==> config.mk <==
export PLATFORM = sky130hd
export DESIGN_NAME = obi_cfg_initiator_flat
export DESIGN_NICKNAME = d
export VERILOG_FILES = /design/src/rtl/e_gpu_obi_pkg.sv /design/src/rtl/obi_if.sv /design/src/rtl/obi_timeout_cnt.sv /design/src/rtl/obi_cfg_initiator.sv /design/src/flat_wrapper.sv
export SDC_FILE = /design/constraint.sdc
export NUM_CORES = 1
export LEC_CHECK = 0
export BUFFER_PORTS_ARGS = -buffer_cell sky130_fd_sc_hd__buf_2
export CORE_ASPECT_RATIO = 2
export CORE_UTILIZATION = 50
export DETAILED_ROUTE_END_ITERATION = 10
export GPL_ROUTABILITY_DRIVEN = 1
export HOLD_SLACK_MARGIN = 0.02
export MAX_ROUTING_LAYER = met4
export PLACE_DENSITY = 0.85
export SETUP_SLACK_MARGIN = 0.1
export SYNTH_ARGS = -nofsm -noshare
export SYNTH_HDL_FRONTEND = slang
export SYNTH_SLANG_ARGS = --single-unit
==> constraint.sdc <==
create_clock -name clk_i -period 8.85 [get_ports clk_i]
set_input_delay 0.885 -clock clk_i [delete_from_list [all_inputs] [get_ports clk_i]]
set_output_delay 0.885 -clock clk_i [all_outputs]
set_load 0.01 [all_outputs]
==> src/rtl/e_gpu_obi_pkg.sv <==
// Shared types and constants for the OBI configuration-register initiator.
package e_gpu_obi_pkg;

    typedef enum logic [1:0] {
        IDLE     = 2'd0,
        REQ      = 2'd1,
        WAIT_RSP = 2'd2,
        RESP     = 2'd3
    } state_t;

    localparam logic [31:0] ERR_RDATA_DEFAULT = 32'hBADCAB1E;

    typedef struct packed {
        logic        we;
        logic [3:0]  be;
        logic [31:0] addr;
        logic [31:0] wdata;
    } cmd_t;

endpackage

==> src/rtl/obi_if.sv <==
// OBI request (A) and response (R) channel bundles used between the initiator and the register slave.
interface obi_req_if;
    logic        req;
    logic        we;
    logic [3:0]  be;
    logic [31:0] addr;
    logic [31:0] wdata;
    logic        gnt;

    modport master (output req, we, be, addr, wdata, input gnt);
    modport slave  (input req, we, be, addr, wdata, output gnt);
endinterface

// Modports are named from the receiving side: "slave" consumes rvalid/rdata.
interface obi_rsp_if;
    logic        rvalid;
    logic [31:0] rdata;

    modport master (output rvalid, rdata);
    modport slave  (input rvalid, rdata);
endinterface

==> src/rtl/obi_timeout_cnt.sv <==
// Saturating phase timer: expired is high once TIMEOUT_CYCLES-1 enabled cycles have elapsed since clr.
module obi_timeout_cnt #(
    parameter int unsigned TIMEOUT_CYCLES = 256
) (
    input  logic clk_i,
    input  logic rst_i,
    input  logic clr,
    input  logic en,
    output logic expired
);

    localparam int unsigned CW = $clog2(TIMEOUT_CYCLES);
    localparam logic [CW-1:0] LAST = CW'(TIMEOUT_CYCLES - 1);

    logic [CW-1:0] cnt_q;

    always_ff @(posedge clk_i or posedge rst_i) begin
        if (rst_i) begin
            cnt_q <= '0;
        end else if (clr) begin
            cnt_q <= '0;
        end else if (en && (cnt_q != LAST)) begin
            cnt_q <= cnt_q + 1'b1;
        end
    end

    assign expired = (cnt_q == LAST);

endmodule

==> src/rtl/obi_cfg_initiator.sv <==
// Single-outstanding OBI initiator: turns host commands into config-register bus accesses with timeout.
module obi_cfg_initiator
    import e_gpu_obi_pkg::*;
#(
    parameter int unsigned TIMEOUT_CYCLES = 256,
    parameter logic [31:0] ERR_RDATA      = ERR_RDATA_DEFAULT
) (
    input  logic        clk_i,
    input  logic        rst_i,
    input  logic        cmd_valid_i,
    output logic        cmd_ready_o,
    input  logic        cmd_we_i,
    input  logic [31:0] cmd_addr_i,
    input  logic [31:0] cmd_wdata_i,
    input  logic [3:0]  cmd_be_i,
    output logic        rsp_valid_o,
    input  logic        rsp_ready_i,
    output logic [31:0] rsp_rdata_o,
    output logic        rsp_err_o,
    output logic        busy_o,
    obi_req_if.master   regs_req,
    obi_rsp_if.slave    regs_rsp
);

    state_t      state_q;
    cmd_t        cmd_q;
    logic        req_q;
    logic        rsp_valid_q;
    logic        rsp_err_q;
    logic [31:0] rsp_rdata_q;

    logic tmo_clr;
    logic tmo_en;
    logic tmo_expired;

    // Timer is held clear while idle and restarts when the grant moves us into WAIT_RSP.
    assign tmo_clr = (state_q == IDLE) || ((state_q == REQ) && regs_req.gnt);
    assign tmo_en  = ((state_q == REQ) && !regs_req.gnt) ||
                     ((state_q == WAIT_RSP) && !regs_rsp.rvalid);

    obi_timeout_cnt #(
        .TIMEOUT_CYCLES(TIMEOUT_CYCLES)
    ) u_tmo (
        .clk_i  (clk_i),
        .rst_i  (rst_i),
        .clr    (tmo_clr),
        .en     (tmo_en),
        .expired(tmo_expired)
    );

    always_ff @(posedge clk_i or posedge rst_i) begin
        if (rst_i) begin
            state_q     <= IDLE;
            cmd_q       <= '0;
            req_q       <= 1'b0;
            rsp_valid_q <= 1'b0;
            rsp_err_q   <= 1'b0;
            rsp_rdata_q <= '0;
        end else begin
            case (state_q)
                IDLE: begin
                    if (cmd_valid_i) begin
                        cmd_q <= '{we:    cmd_we_i,
                                   be:    cmd_be_i,
                                   addr:  {cmd_addr_i[31:2], 2'b00},
                                   wdata: cmd_wdata_i};
                        req_q   <= 1'b1;
                        state_q <= REQ;
                    end
                end
                REQ: begin
                    if (regs_req.gnt) begin
                        req_q   <= 1'b0;
                        state_q <= WAIT_RSP;
                    end else if (tmo_expired) begin
                        req_q       <= 1'b0;
                        rsp_err_q   <= 1'b1;
                        rsp_rdata_q <= ERR_RDATA;
                        rsp_valid_q <= 1'b1;
                        state_q     <= RESP;
                    end
                end
                WAIT_RSP: begin
                    // A response landing on the expiry cycle still counts as a good response.
                    if (regs_rsp.rvalid) begin
                        rsp_rdata_q <= cmd_q.we ? 32'h0 : regs_rsp.rdata;
                        rsp_err_q   <= 1'b0;
                        rsp_valid_q <= 1'b1;
                        state_q     <= RESP;
                    end else if (tmo_expired) begin
                        rsp_err_q   <= 1'b1;
                        rsp_rdata_q <= ERR_RDATA;
                        rsp_valid_q <= 1'b1;
                        state_q     <= RESP;
                    end
                end
                RESP: begin
                    if (rsp_ready_i) begin
                        rsp_valid_q <= 1'b0;
                        rsp_err_q   <= 1'b0;
                        rsp_rdata_q <= '0;
                        state_q     <= IDLE;
                    end
                end
                default: state_q <= IDLE;
            endcase
        end
    end

    assign cmd_ready_o    = (state_q == IDLE) && !rst_i;
    assign busy_o         = (state_q != IDLE);
    assign rsp_valid_o    = rsp_valid_q;
    assign rsp_err_o      = rsp_err_q;
    assign rsp_rdata_o    = rsp_rdata_q;

    assign regs_req.req   = req_q;
    assign regs_req.we    = cmd_q.we;
    assign regs_req.be    = cmd_q.be;
    assign regs_req.addr  = cmd_q.addr;
    assign regs_req.wdata = cmd_q.wdata;

endmodule

==> src/flat_wrapper.sv <==
// flat-port wrapper written by rule: the top's interface ports become plain ports
module obi_cfg_initiator_flat import e_gpu_obi_pkg::*;
#(
    parameter int unsigned TIMEOUT_CYCLES = 256,
    parameter logic [31:0] ERR_RDATA      = ERR_RDATA_DEFAULT
)
  (clk_i, rst_i, cmd_valid_i, cmd_ready_o, cmd_we_i, cmd_addr_i, cmd_wdata_i, cmd_be_i, rsp_valid_o, rsp_ready_i, rsp_rdata_o, rsp_err_o, busy_o, regs_req_req, regs_req_we, regs_req_be, regs_req_addr, regs_req_wdata, regs_req_gnt, regs_rsp_rvalid, regs_rsp_rdata);
  obi_req_if regs_req_i ();
  obi_rsp_if regs_rsp_i ();
  input  logic clk_i;
  input  logic rst_i;
  input  logic cmd_valid_i;
  output logic cmd_ready_o;
  input  logic cmd_we_i;
  input  logic [31:0] cmd_addr_i;
  input  logic [31:0] cmd_wdata_i;
  input  logic [3:0] cmd_be_i;
  output logic rsp_valid_o;
  input  logic rsp_ready_i;
  output logic [31:0] rsp_rdata_o;
  output logic rsp_err_o;
  output logic busy_o;
  output wire logic [$bits(regs_req_i.req)-1:0] regs_req_req;
  output wire logic [$bits(regs_req_i.we)-1:0] regs_req_we;
  output wire logic [$bits(regs_req_i.be)-1:0] regs_req_be;
  output wire logic [$bits(regs_req_i.addr)-1:0] regs_req_addr;
  output wire logic [$bits(regs_req_i.wdata)-1:0] regs_req_wdata;
  input wire logic [$bits(regs_req_i.gnt)-1:0] regs_req_gnt;
  input wire logic [$bits(regs_rsp_i.rvalid)-1:0] regs_rsp_rvalid;
  input wire logic [$bits(regs_rsp_i.rdata)-1:0] regs_rsp_rdata;
  assign regs_req_req = regs_req_i.req;
  assign regs_req_we = regs_req_i.we;
  assign regs_req_be = regs_req_i.be;
  assign regs_req_addr = regs_req_i.addr;
  assign regs_req_wdata = regs_req_i.wdata;
  assign regs_req_i.gnt = regs_req_gnt;
  assign regs_rsp_i.rvalid = regs_rsp_rvalid;
  assign regs_rsp_i.rdata = regs_rsp_rdata;
  obi_cfg_initiator #(.TIMEOUT_CYCLES(TIMEOUT_CYCLES), .ERR_RDATA(ERR_RDATA)) u_core (.clk_i(clk_i), .rst_i(rst_i), .cmd_valid_i(cmd_valid_i), .cmd_ready_o(cmd_ready_o), .cmd_we_i(cmd_we_i), .cmd_addr_i(cmd_addr_i), .cmd_wdata_i(cmd_wdata_i), .cmd_be_i(cmd_be_i), .rsp_valid_o(rsp_valid_o), .rsp_ready_i(rsp_ready_i), .rsp_rdata_o(rsp_rdata_o), .rsp_err_o(rsp_err_o), .busy_o(busy_o), .regs_req(regs_req_i), .regs_rsp(regs_rsp_i));
endmodule
==> out/metrics.csv, run 1 <==
metric,value,unit
unique cell type count in the Yosys netlist,37,
clock skew,0.00884,ns
largest net degree at the start of global routing,75,
die height,136,um
area post-placement,0.00560,mm^2
Peak Freq,429,MHz
Commonest cells post-synth,"dfrtp_1 (112), mux2_2 (68), nand2_1 (27)",
Cell Pwr Density,351,mW/mm^2
Tot Pwr,0.00207,W
Max Cap Violations,0,
max incr delay on CP,0.58,ns
Buffers & Inverters on Critical Path,2,
Rows,48,
IO Pins,213,
DPL Wire Length,8160,um
Yosys top cell area share,62.0,%
Hold Fails Final Rpt,0,
drt wl/cell,16.9,um
max_slew headroom,21.0,%
clock buffers created by TritonCTS,9,
max-slew violations,0,
leakage,2.92,nW
Mapped Cells,344,
number of cells upsized or downsized after cts,0,
post-DR vias/cell,5.50,
CTS Hold Bufs,0,
Ys Warns,0,
CTS max path bufs,2,
PortBufs,208,
cell with the most instances after synthesis,dfrtp_1,
grt ovf,0,
die width,69.2,um
status,"complete, no violations",
syn_area_per_cell,13.1,um^2
synth top area cells,"dfrtp_1 (62%), mux2_2 (17%), a21oi_1 (2.9%)",
WHS,0.482,ns
Worst R2R Setup Slack,6.52,ns
H-Tree Depth,3,
diode count,0,
Sink Count,112,
final setup fails,0,
setup bufs post-CTS,0,
layout cells sized above 1,54.3,%
clk slew on worst S/H paths,0.07,ns
detailed-route DRC error count,0,
Worst Tran Pin Value,1.18,ns
NumNets Final,652,
Crit Path Max Fanout,49,
area of the mapped netlist,0.00452,mm^2
clock latency on the worst-skew pair,0.34,ns
die area,0.00944,mm^2
root buffer cell,clkbuf_16,
peak supply drop,204,uV
Tcrit/Tclk final,26.3,%
Post-synth EDFFs,0,
vias in the first global route,3626,
DR vias,3569,
Worst setup EP type,register,
RD Place Congestion,0.893,
worst hold path type,register to register,
initial antenna violation count,0,
RSZ-0062 raised after global routing,false,
minimum clock period,2.33,ns
global-route wire length before repair,17000,um
"Top FF cell, synth",dfrtp_1,
Sum Neg Setup Slack,0,ns
CTS tree,built,
Initial Util,51.9,%
DR pass1 iterations,4,
asr flop ratio synth,100,%
initial DRC count,238,
register bit total from synthesis,112,
WL final,10900,um
sequential area share after synthesis,62.0,%
GR Util All Layers,23.7,%
cell area after layout,0.00589,mm^2
Setup crit start kind,register,
Worst path slowest cell,buf_4,
Filler cells,676,
crit path kind,register to register,
Final ANT Viol Nets,0,
Worst EP required,9.07,ns
largest area contributor in the netlist,dfrtp_1,
Worst path top cell family by delay,buffers and inverters,
Area Overhead vs Synth,30.3,%
CP Cell Sequence,inv_1 -> and3_2 -> buf_4 -> mux2_2,
Core Box Area,0.00871,mm^2
Worst Path Arrival,2.55,ns
==> cells in the final DEF, fill, tap and decap left out, types with 2 or more instances in the layout <==
cell,n
mux2_2,68
nand4_1,2
a21oi_1,26
buf_4,3
nand2_1,27
o31ai_1,3
inv_1,4
o21ai_1,3
nor2_1,4
and3_1,2
conb_1,2
nand3_1,6
o211ai_1,3
buf_2,208
clkbuf_1,3
a32o_1,13
o21ai_0,25
clkbuf_16,9
nand2b_1,3
dfrtp_1,112
==> tightest hold or removal path, delay by kind of cell (launching register included) <==
| kind | cells | cell delay (ns) |
|---|---|---|
| flops | 1 | 0.34 |
| simple gates | 1 | 0.05 |
| compound gates | 1 | 0.06 |
==> worst paths after layout <==
kind                                         from                        end  cells past startpoint
setup / recovery                u_core.state_q[1]   u_core.regs_req.wdata[5]                      4
hold / removal             u_core.rsp_rdata_o[11]     u_core.rsp_rdata_o[11]                      2
setup reg to reg                u_core.state_q[1]   u_core.regs_req.wdata[5]                      4
hold reg to reg            u_core.rsp_rdata_o[11]     u_core.rsp_rdata_o[11]                      2
max in group asynchronous                   rst_i          u_core.state_q[0]                      3
min in group asynchronous                   rst_i  u_core.regs_req.wdata[23]                      2
==> state kept, by name, summed over array words and instances, names as in the netlist <==
name	cells
u_core.regs_req.we	1
u_core.rsp_err_o	1
u_core.regs_req.be	4
u_core.state_q	2
u_core.regs_req.addr	30
u_core.regs_req.req	1
u_core.rsp_valid_o	1
u_core.regs_req.wdata	32
u_core.rsp_rdata_o	32
u_core.u_tmo.cnt_q	8
==> per-layer routing <==
metal	part of all wire, %	global-route usage (%)
met5	0	-
met4	4.1	15.1
met3	4.9	4.00
met2	55	40.1
met1	36	25.7
==> where the power goes <==
part / leakage, nW / switching, W / internal (W) / total (W)
Sequential: 1.40 / 0.000135 / 0.000744 / 0.000879
Combinational: 1.38 / 0.000412 / 0.000385 / 0.000796
Clock: 0.141 / 0.000173 / 0.000221 / 0.000394
Total: 2.92 / 0.000719 / 0.00135 / 0.00207
==> kinds of logic (layout without fill, tap and decap cells) <==
group	after synthesis	in the layout	synth area share, %
xor+xnor	1	1	0.194
mux	69	69	17.2
other cells	1	2	0.0830
flops	112	112	62.0
buf+inv	28	232	3.16
fa+ha+maj	1	1	0.277
compound gates	80	80	11.2
simple gates	52	52	5.90
==> layout make-up <==
cell class	count	area, um^2	area share (%)
flip-flops and latches	112	2800	47.6
inverters	5	21.3	0.361
clock buffers	12	236	4.02
multi-input cells	205	1580	26.9
clock inverters	4	52.6	0.893
repair buffers	211	1060	18.1
well taps	100	125	2.13
==> metrics by stage <==
| step | setup slack (ns) | cells | util [%] |
|---|---|---|---|
| 3_5_place_dp | 6.20 | 633 | 64.3 |
| 5_1_grt | 6.38 | 649 | 67.6 |
| 3_3_place_gp | 6.29 | 633 | 64.3 |
| 6_report | 6.52 | 649 | 67.6 |
| 2_1_floorplan | 5.01 | 345 | - |
| 4_1_cts | 6.50 | 649 | 67.6 |
Power figures use the tool's default switching activity.
==> run 2: changes to the inputs <==
--- a/config.mk
+++ b/config.mk
@@ -7,12 +7,12 @@
 export LEC_CHECK = 0
 export BUFFER_PORTS_ARGS = -buffer_cell sky130_fd_sc_hd__buf_2
 export CORE_ASPECT_RATIO = 2
-export CORE_UTILIZATION = 50
+export CORE_UTILIZATION = 46
 export DETAILED_ROUTE_END_ITERATION = 10
 export GPL_ROUTABILITY_DRIVEN = 1
 export HOLD_SLACK_MARGIN = 0.02
 export MAX_ROUTING_LAYER = met4
-export PLACE_DENSITY = 0.85
+export PLACE_DENSITY = 0.79
 export SETUP_SLACK_MARGIN = 0.1
 export SYNTH_ARGS = -nofsm -noshare
 export SYNTH_HDL_FRONTEND = slang
==> constraint.sdc (replaced) <==
create_clock -name clk_i -period 2.3 [get_ports clk_i]
set_input_delay 0.23 -clock clk_i [delete_from_list [all_inputs] [get_ports clk_i]]
set_output_delay 0.23 -clock clk_i [all_outputs]
set_load 0.01 [all_outputs]
==> run 2 against run 1 <==
- routed wire length rose by 1.6%
- design area rose by 2.8%
- flip-flop and latch count unchanged
- register-to-register slack got worse by 6.2 ns
- non-clock buffer count up 6
- critical path type unchanged
- final cell count grew 5.5%
- first-iteration DRC count decreased by 20%
- setup slack lost 6.2 ns
==> out/metrics.csv, run 2 (synthesized netlist as in run 1, its figures left out) <==
metric,value,unit,change
status,"complete, no violations",,
worst setup path startpoint,u_core.u_tmo.cnt_q[0],,
max-slew violations,0,,unchanged
Initial Util,47.8,%,-4.1 points
Worst setup EP type,register,,
PortBufs,208,,unchanged
DPL Wire Length,8310,um,+1.9%
clk slew on worst S/H paths,0.07,ns,about the same
layout cells sized above 1,55.3,%,+1.0 points
Core Box Area,0.00945,mm^2,+8.5%
CP most frequent cell,nand3_1,,
Max Cap Violations,0,,unchanged
"commonest non-fill, non-tap cell in the layout",buf_2,,
Setup crit start kind,register,,
GR Util All Layers,22.6,%,-1.2 points
Storage cell area,0.00280,mm^2,about the same
Worst path top cell family by delay,compound AO/OA/AOI/OAI gates,,
Hold Fails Final Rpt,0,,unchanged
Rows,50,,+4.2%
WL final,11100,um,+1.6%
die height,142,um,+4.2%
final setup fails,0,,unchanged
drt wl/cell,16.2,um,-3.7%
IO Pins,213,,unchanged
setup bufs post-CTS,0,,unchanged
peak supply drop,756,uV,+270%
CTS max path bufs,2,,unchanged
die area,0.0102,mm^2,+8.5%
initial DRC count,190,,-20%
max incr delay on CP,0.44,ns,-0.14 ns
CTS tree,built,,
Worst Path Arrival,2.17,ns,-0.38 ns
R2R cell count,5,,+1
initial antenna violation count,0,,unchanged
Peak Freq,516,MHz,+20%
Worst Tran Pin Value,0.770,ns,-0.411 ns
DR pass1 iterations,6,,+2
Sum Neg Setup Slack,0,ns,unchanged
NumNets Final,658,,+0.92%
minimum clock period,1.94,ns,-0.392 ns
Area Overhead vs Synth,34.0,%,
leakage,2.98,nW,+1.9%
Final ANT Viol Nets,0,,unchanged
RSZ-0062 raised after global routing,false,,
footprint of the multi-input gates,0.00158,mm^2,unchanged
worst hold path type,input pin to asynchronous set/reset pin,,
grt ovf,0,,unchanged
Cell Pwr Density,1350,mW/mm^2,+280%
post-DR vias/cell,5.20,,-5.5%
R2R Path End,u_core.rsp_rdata_o[6],,
Worst R2R Setup Slack,0.36,ns,-6.16 ns
CP Cell Sequence,ha_1 -> nand3_1 -> o21ai_0 -> nand3_1 -> a32o_1,,
clock skew,0.00859,ns,-0.000256 ns
H-Tree Depth,3,,unchanged
Sink Count,112,,unchanged
crit path kind,register to register,,
Tcrit/Tclk final,84.3,%,+58 points
clock latency on the worst-skew pair,0.34,ns,about the same
largest net degree at the start of global routing,42,,-44%
Buffers & Inverters on Critical Path,0,,-2
Worst path slowest cell,nand3_1,,
Worst EP required,2.53,ns,-6.54 ns
vias in the first global route,3538,,-2.4%
Placed Cells,669,,+5.7%
most frequent cells in the layout,"buf_2 (208), dfrtp_1 (111), mux2_2 (68), nand2_1 (27), a21oi_1 (26)",,
Final Non-Filler Cells,685,,+5.5%
DR vias,3561,,-0.22%
root buffer cell,clkbuf_16,,
Filler cells,707,,+4.6%
diode count,0,,unchanged
RD Place Congestion,0.830,,-7.0%
die width,72.1,um,+4.1%
detailed-route DRC error count,0,,unchanged
FF-to-FF Start,u_core.u_tmo.cnt_q[0],,
clock buffers created by TritonCTS,9,,unchanged
max_slew headroom,48.5,%,+28 points
Crit Path Max Fanout,13,,-73%
global-route wire length before repair,17100,um,+0.89%
run 2: how the worst max path moves through the flow:
stage | endpoint | slack (ns) | cells past startpoint
after global placement | u_core.rsp_rdata_o[16] | 0.41 | 4
final | u_core.rsp_rdata_o[6] | 0.36 | 5
after floorplan | u_core.regs_req.addr[10] | 0.61 | 7
after detailed placement | u_core.rsp_rdata_o[6] | 0.29 | 4
after global routing | u_core.rsp_rdata_o[12] | 0.21 | 4
after CTS | u_core.rsp_rdata_o[6] | 0.28 | 4
run 2: per-stage QoR:
stage / area (um^2) / utilization, % / setup slack [ns] / power [W] / hold WS (ns)
finish: 6050 / 64.1 / 0.360 / 0.00818 / 0.0330
global route: 6050 / 64.1 / 0.211 / 0.00865 / 0.0917
floorplan: 4530 / - / 0.611 / 0.00519 / 0.359
detailed placement: 5730 / 60.7 / 0.291 / 0.00658 / 0.410
global placement: 5730 / 60.7 / 0.411 / 0.00640 / 0.407
CTS: 6050 / 64.1 / 0.277 / 0.00825 / 0.0439
run 2: timing repair:
item	CTS	global route
resized for setup	0	1
endpoints found under the hold margin	0	0
hold buffers	0	0
endpoints found under the setup margin	0	4
run 2: per-layer routing:
layer	GRT usage (%)	wire length (um)
met5	-	0
met4	10.3	356
met3	3.90	565
met1	24.3	4010
met2	39.5	6190
run 2: power by group:
group | leakage, nW | internal, W | switching, W | total (W)
Sequential | 1.40 | 0.00286 | 0.000521 | 0.00339
Combinational | 1.42 | 0.00154 | 0.00160 | 0.00314
Clock | 0.155 | 0.000963 | 0.000699 | 0.00166
run 2: worst reg2reg max path: cells and delay by family (launching register included):
family | cells | cell delay [ns]
flops | 1 | 0.41
fa+ha+maj | 1 | 0.23
simple gates | 2 | 0.58
compound gates | 2 | 0.61
run 2: final cells by class:
| type | count | share of cell area [%] |
|---|---|---|
| timing repair buffer | 217 | 19.1 |
| sequential | 112 | 46.3 |
| clock inverter | 6 | 1.53 |
| inverter | 5 | 0.372 |
| clock buffer | 10 | 3.78 |
| multi-input combinational | 205 | 26.2 |
| tap | 130 | 2.69 |
==> run 3: changes to the inputs <==
--- a/config.mk
+++ b/config.mk
@@ -5,14 +5,15 @@
 export SDC_FILE = /design/constraint.sdc
 export NUM_CORES = 1
 export LEC_CHECK = 0
+export ABC_AREA = 1
 export BUFFER_PORTS_ARGS = -buffer_cell sky130_fd_sc_hd__buf_2
 export CORE_ASPECT_RATIO = 2
-export CORE_UTILIZATION = 46
+export CORE_UTILIZATION = 48
 export DETAILED_ROUTE_END_ITERATION = 10
 export GPL_ROUTABILITY_DRIVEN = 1
 export HOLD_SLACK_MARGIN = 0.02
 export MAX_ROUTING_LAYER = met4
-export PLACE_DENSITY = 0.79
+export PLACE_DENSITY = 0.8
 export SETUP_SLACK_MARGIN = 0.1
 export SYNTH_ARGS = -nofsm -noshare
 export SYNTH_HDL_FRONTEND = slang
==> constraint.sdc (replaced) <==
create_clock -name clk_i -period 1.9 [get_ports clk_i]
set_input_delay 0.19 -clock clk_i [delete_from_list [all_inputs] [get_ports clk_i]]
set_output_delay 0.19 -clock clk_i [all_outputs]
set_load 0.01 [all_outputs]
==> run 3 against run 2 <==
- the flow now finishes with violations (hold timing)
- largest cell class unchanged
- combinational power up 24%
- register-to-register slack worse by 0.05 ns
- synthesized cell count up 80%
==> out/metrics.csv, run 3 <==
metric,value,unit,change
status,"complete, but fails checks",,
failing checks,hold timing,,
H-Tree Depth,3,,unchanged
Yosys top cell area share,56.2,%,-5.8 points
Synth Area in Compound Gates,3.69,%,-7.5 points
die height,146,um,+2.8%
internal cell power,0.00574,W,+7.0%
initial antenna violation count,0,,unchanged
Peak Freq,629,MHz,+22%
synth top area cells,"dfrtp_1 (56%), nand2_1 (24%), nand3_1 (4.9%)",,
RSZ-0062 raised after global routing,false,,
detailed-route DRC error count,0,,unchanged
minimum clock period,1.59,ns,-0.348 ns
Max Cap Violations,0,,unchanged
Sum Neg Setup Slack,0,ns,unchanged
combinational family with the most area after synthesis,simple AND/OR/NAND/NOR gates,,
drt wl/cell,13.7,um,-16%
Area Overhead vs Synth,30.3,%,
Reg power frac,40.9,%,-0.5 points
largest net degree at the start of global routing,113,,+170%
vias in the first global route,4768,,+35%
clock skew,0.00800,ns,-0.000587 ns
WHS,-0.0124,ns,-0.0454 ns
sequential area share after synthesis,56.2,%,-5.8 points
die area,0.0108,mm^2,+5.6%
unique cell type count in the Yosys netlist,28,,-24%
Comb power frac,40.2,%,+1.9 points
Synth Area in Adders,0.251,%,-0.026 points
Cell Pwr Density,1490,mW/mm^2,+9.8%
cell with the most instances after synthesis,nand2_1,,
Commonest cells post-synth,"nand2_1 (314), dfrtp_1 (112), nand3_1 (49)",,
Worst EP required,2.13,ns,-0.40 ns
CTS max path bufs,2,,unchanged
most frequent cells in the layout,"nand2_1 (313), buf_2 (208), dfrtp_1 (112), nand3_1 (49), inv_1 (34)",,
Ys Warns,0,,unchanged
R2R cell count,8,,+3
die width,74.1,um,+2.8%
max_slew headroom,56.3,%,+7.7 points
crit path kind,register to register,,
Tcrit/Tclk final,83.7,%,-0.59 points
diode count,0,,unchanged
NumNets Final,935,,+42%
multiplexer area fraction after synthesis,0,%,-17 points
clock buffers created by TritonCTS,9,,unchanged
worst hold path type,input pin to asynchronous set/reset pin,,
GR Util All Layers,26.0,%,+3.4 points
area of the mapped netlist,0.00499,mm^2,+10%
Sink Count,112,,unchanged
Worst Path Arrival,1.82,ns,-0.35 ns
max-slew violations,0,,unchanged
Final ANT Viol Nets,0,,unchanged
"commonest non-fill, non-tap cell in the layout",nand2_1,,
Tot Pwr,0.00965,W,+18%
post-DR vias/cell,4.90,,-5.8%
root buffer cell,clkbuf_16,,
Core Box Area,0.0101,mm^2,+6.8%
RD Place Congestion,0.867,,+4.4%
Worst R2R Setup Slack,0.31,ns,-0.05 ns
PortBufs,208,,unchanged
leakage,3.95,nW,+33%
initial DRC count,235,,+24%
DR pass1 iterations,4,,-2
Setup crit start kind,register,,
final setup fails,0,,unchanged
peak supply drop,760,uV,+0.50%
global-route wire length before repair,21200,um,+24%
post-synthesis simple-gate area fraction,33.2,%,+27 points
DPL Wire Length,9610,um,+16%
WL final,13200,um,+19%
IO Pins,213,,unchanged
clk slew on worst S/H paths,0.07,ns,about the same
Rows,52,,+4.0%
part of the power in the clock network,18.9,%,-1.4 points
Post-synth EDFFs,0,,unchanged
Hold Fails Final Rpt,5,,+5
syn_area_per_cell,8.04,um^2,-39%
Worst setup EP type,register,,
Initial Util,49.4,%,+1.6 points
Filler cells,880,,+24%
Sw Ratio,40.5,%,+6.0 points
Worst Tran Pin Value,0.656,ns,-0.114 ns
asr flop ratio synth,100,%,unchanged
largest area contributor in the netlist,dfrtp_1,,
layout cells sized above 1,32.0,%,-23 points
grt ovf,0,,unchanged
DR vias,4730,,+33%
Crit Path Max Fanout,13,,unchanged
CTS tree,built,,
clock latency on the worst-skew pair,0.34,ns,about the same
Post-Synth XOR/XNOR Area,0.351,%,+0.16 points
"Top FF cell, synth",dfrtp_1,,
Mapped Cells,620,,+80%
R2R Path End,u_core.rsp_rdata_o[10],,
register bit total from synthesis,112,,unchanged
switching pwr,0.00390,W,+38%
FF-to-FF Start,u_core.u_tmo.cnt_q[1],,
==> run 3: cell families (layout without fill, tap and decap cells) <==
logic type               Yosys count  after routing
adder cells (fa/ha/maj)            1              1
flip-flops                       112            112
buffers and inverters             69            279
other                              1              2
XOR/XNOR                           2              2
AO/OA/AOI/OAI                     27             27
AND/OR/NAND/NOR                  408            408
==> run 3: worst max-delay path by stage <==
stage / from / end / slack [ns]
finish: u_core.u_tmo.cnt_q[1] / u_core.rsp_rdata_o[10] / 0.31
global route: u_core.state_q[0] / cmd_ready_o / 0.17
CTS: u_core.u_tmo.cnt_q[1] / u_core.rsp_rdata_o[8] / 0.20
detailed placement: u_core.u_tmo.cnt_q[1] / u_core.rsp_rdata_o[8] / 0.23
global placement: u_core.u_tmo.cnt_q[1] / u_core.rsp_rdata_o[18] / 0.28
floorplan: rst_i / u_core.regs_req.addr[10] / 0.35
==> run 3: metal layers <==
metal | vias to the layer above | GRT usage (%) | wire (um)
li1 | 2302 | - | -
met1 | 2222 | 28.3 | 5050
met2 | 187 | 44.4 | 7200
met3 | 19 | 4.97 | 691
met4 | 0 | 11.3 | 246
met5 | - | - | 0
==> run 3: power by group through the flow <==
stage | Clock [W] | Combinational, W | Sequential, W
finish | 0.00182 | 0.00388 | 0.00395
global route | 0.00196 | 0.00429 | 0.00406
CTS | 0.00187 | 0.00391 | 0.00394
detailed placement | 0 | 0.00391 | 0.00395
global placement | 0 | 0.00376 | 0.00391
floorplan | 0 | 0.00189 | 0.00433
==> run 3: timing repair <==
item,in CTS,in global routing
gates resized for setup,0,0
hold buffers,0,0
endpoints found under the hold margin,0,0
setup endpoints to repair,0,8
setup buffers,0,6
==> run 3: through the flow <==
step	worst slack [ns]	util, %	area [um^2]	hold WS, ns	instances
after floorplan	0.353	-	4990	0.300	621
after global placement	0.280	61.0	6150	0.383	945
after detailed placement	0.230	61.0	6150	0.390	945
after CTS	0.201	63.8	6440	0.0233	960
after global routing	0.172	64.4	6490	0.0256	966
final	0.309	64.4	6490	-0.0124	966
==> run 3: cell type report <==
type	instances	area (um^2)	area share (%)
Tap cell	135	169	2.60
Clock buffer	10	239	3.68
Multi-Input combinational cell	440	1880	28.9
Inverter	39	150	2.31
Sequential cell	112	2800	43.2
Clock inverter	5	48.8	0.751
Timing Repair Buffer	225	1210	18.6
==> run 3: critical path: stages, from the launching register on <==
cell	delay [ns]
dfrtp_1	0.39
ha_1	0.27
inv_1	0.07
nor2_2	0.11
nand2_2	0.12
nor2_2	0.20
inv_2	0.15
nand3_1	0.10
nand2_1	0.06
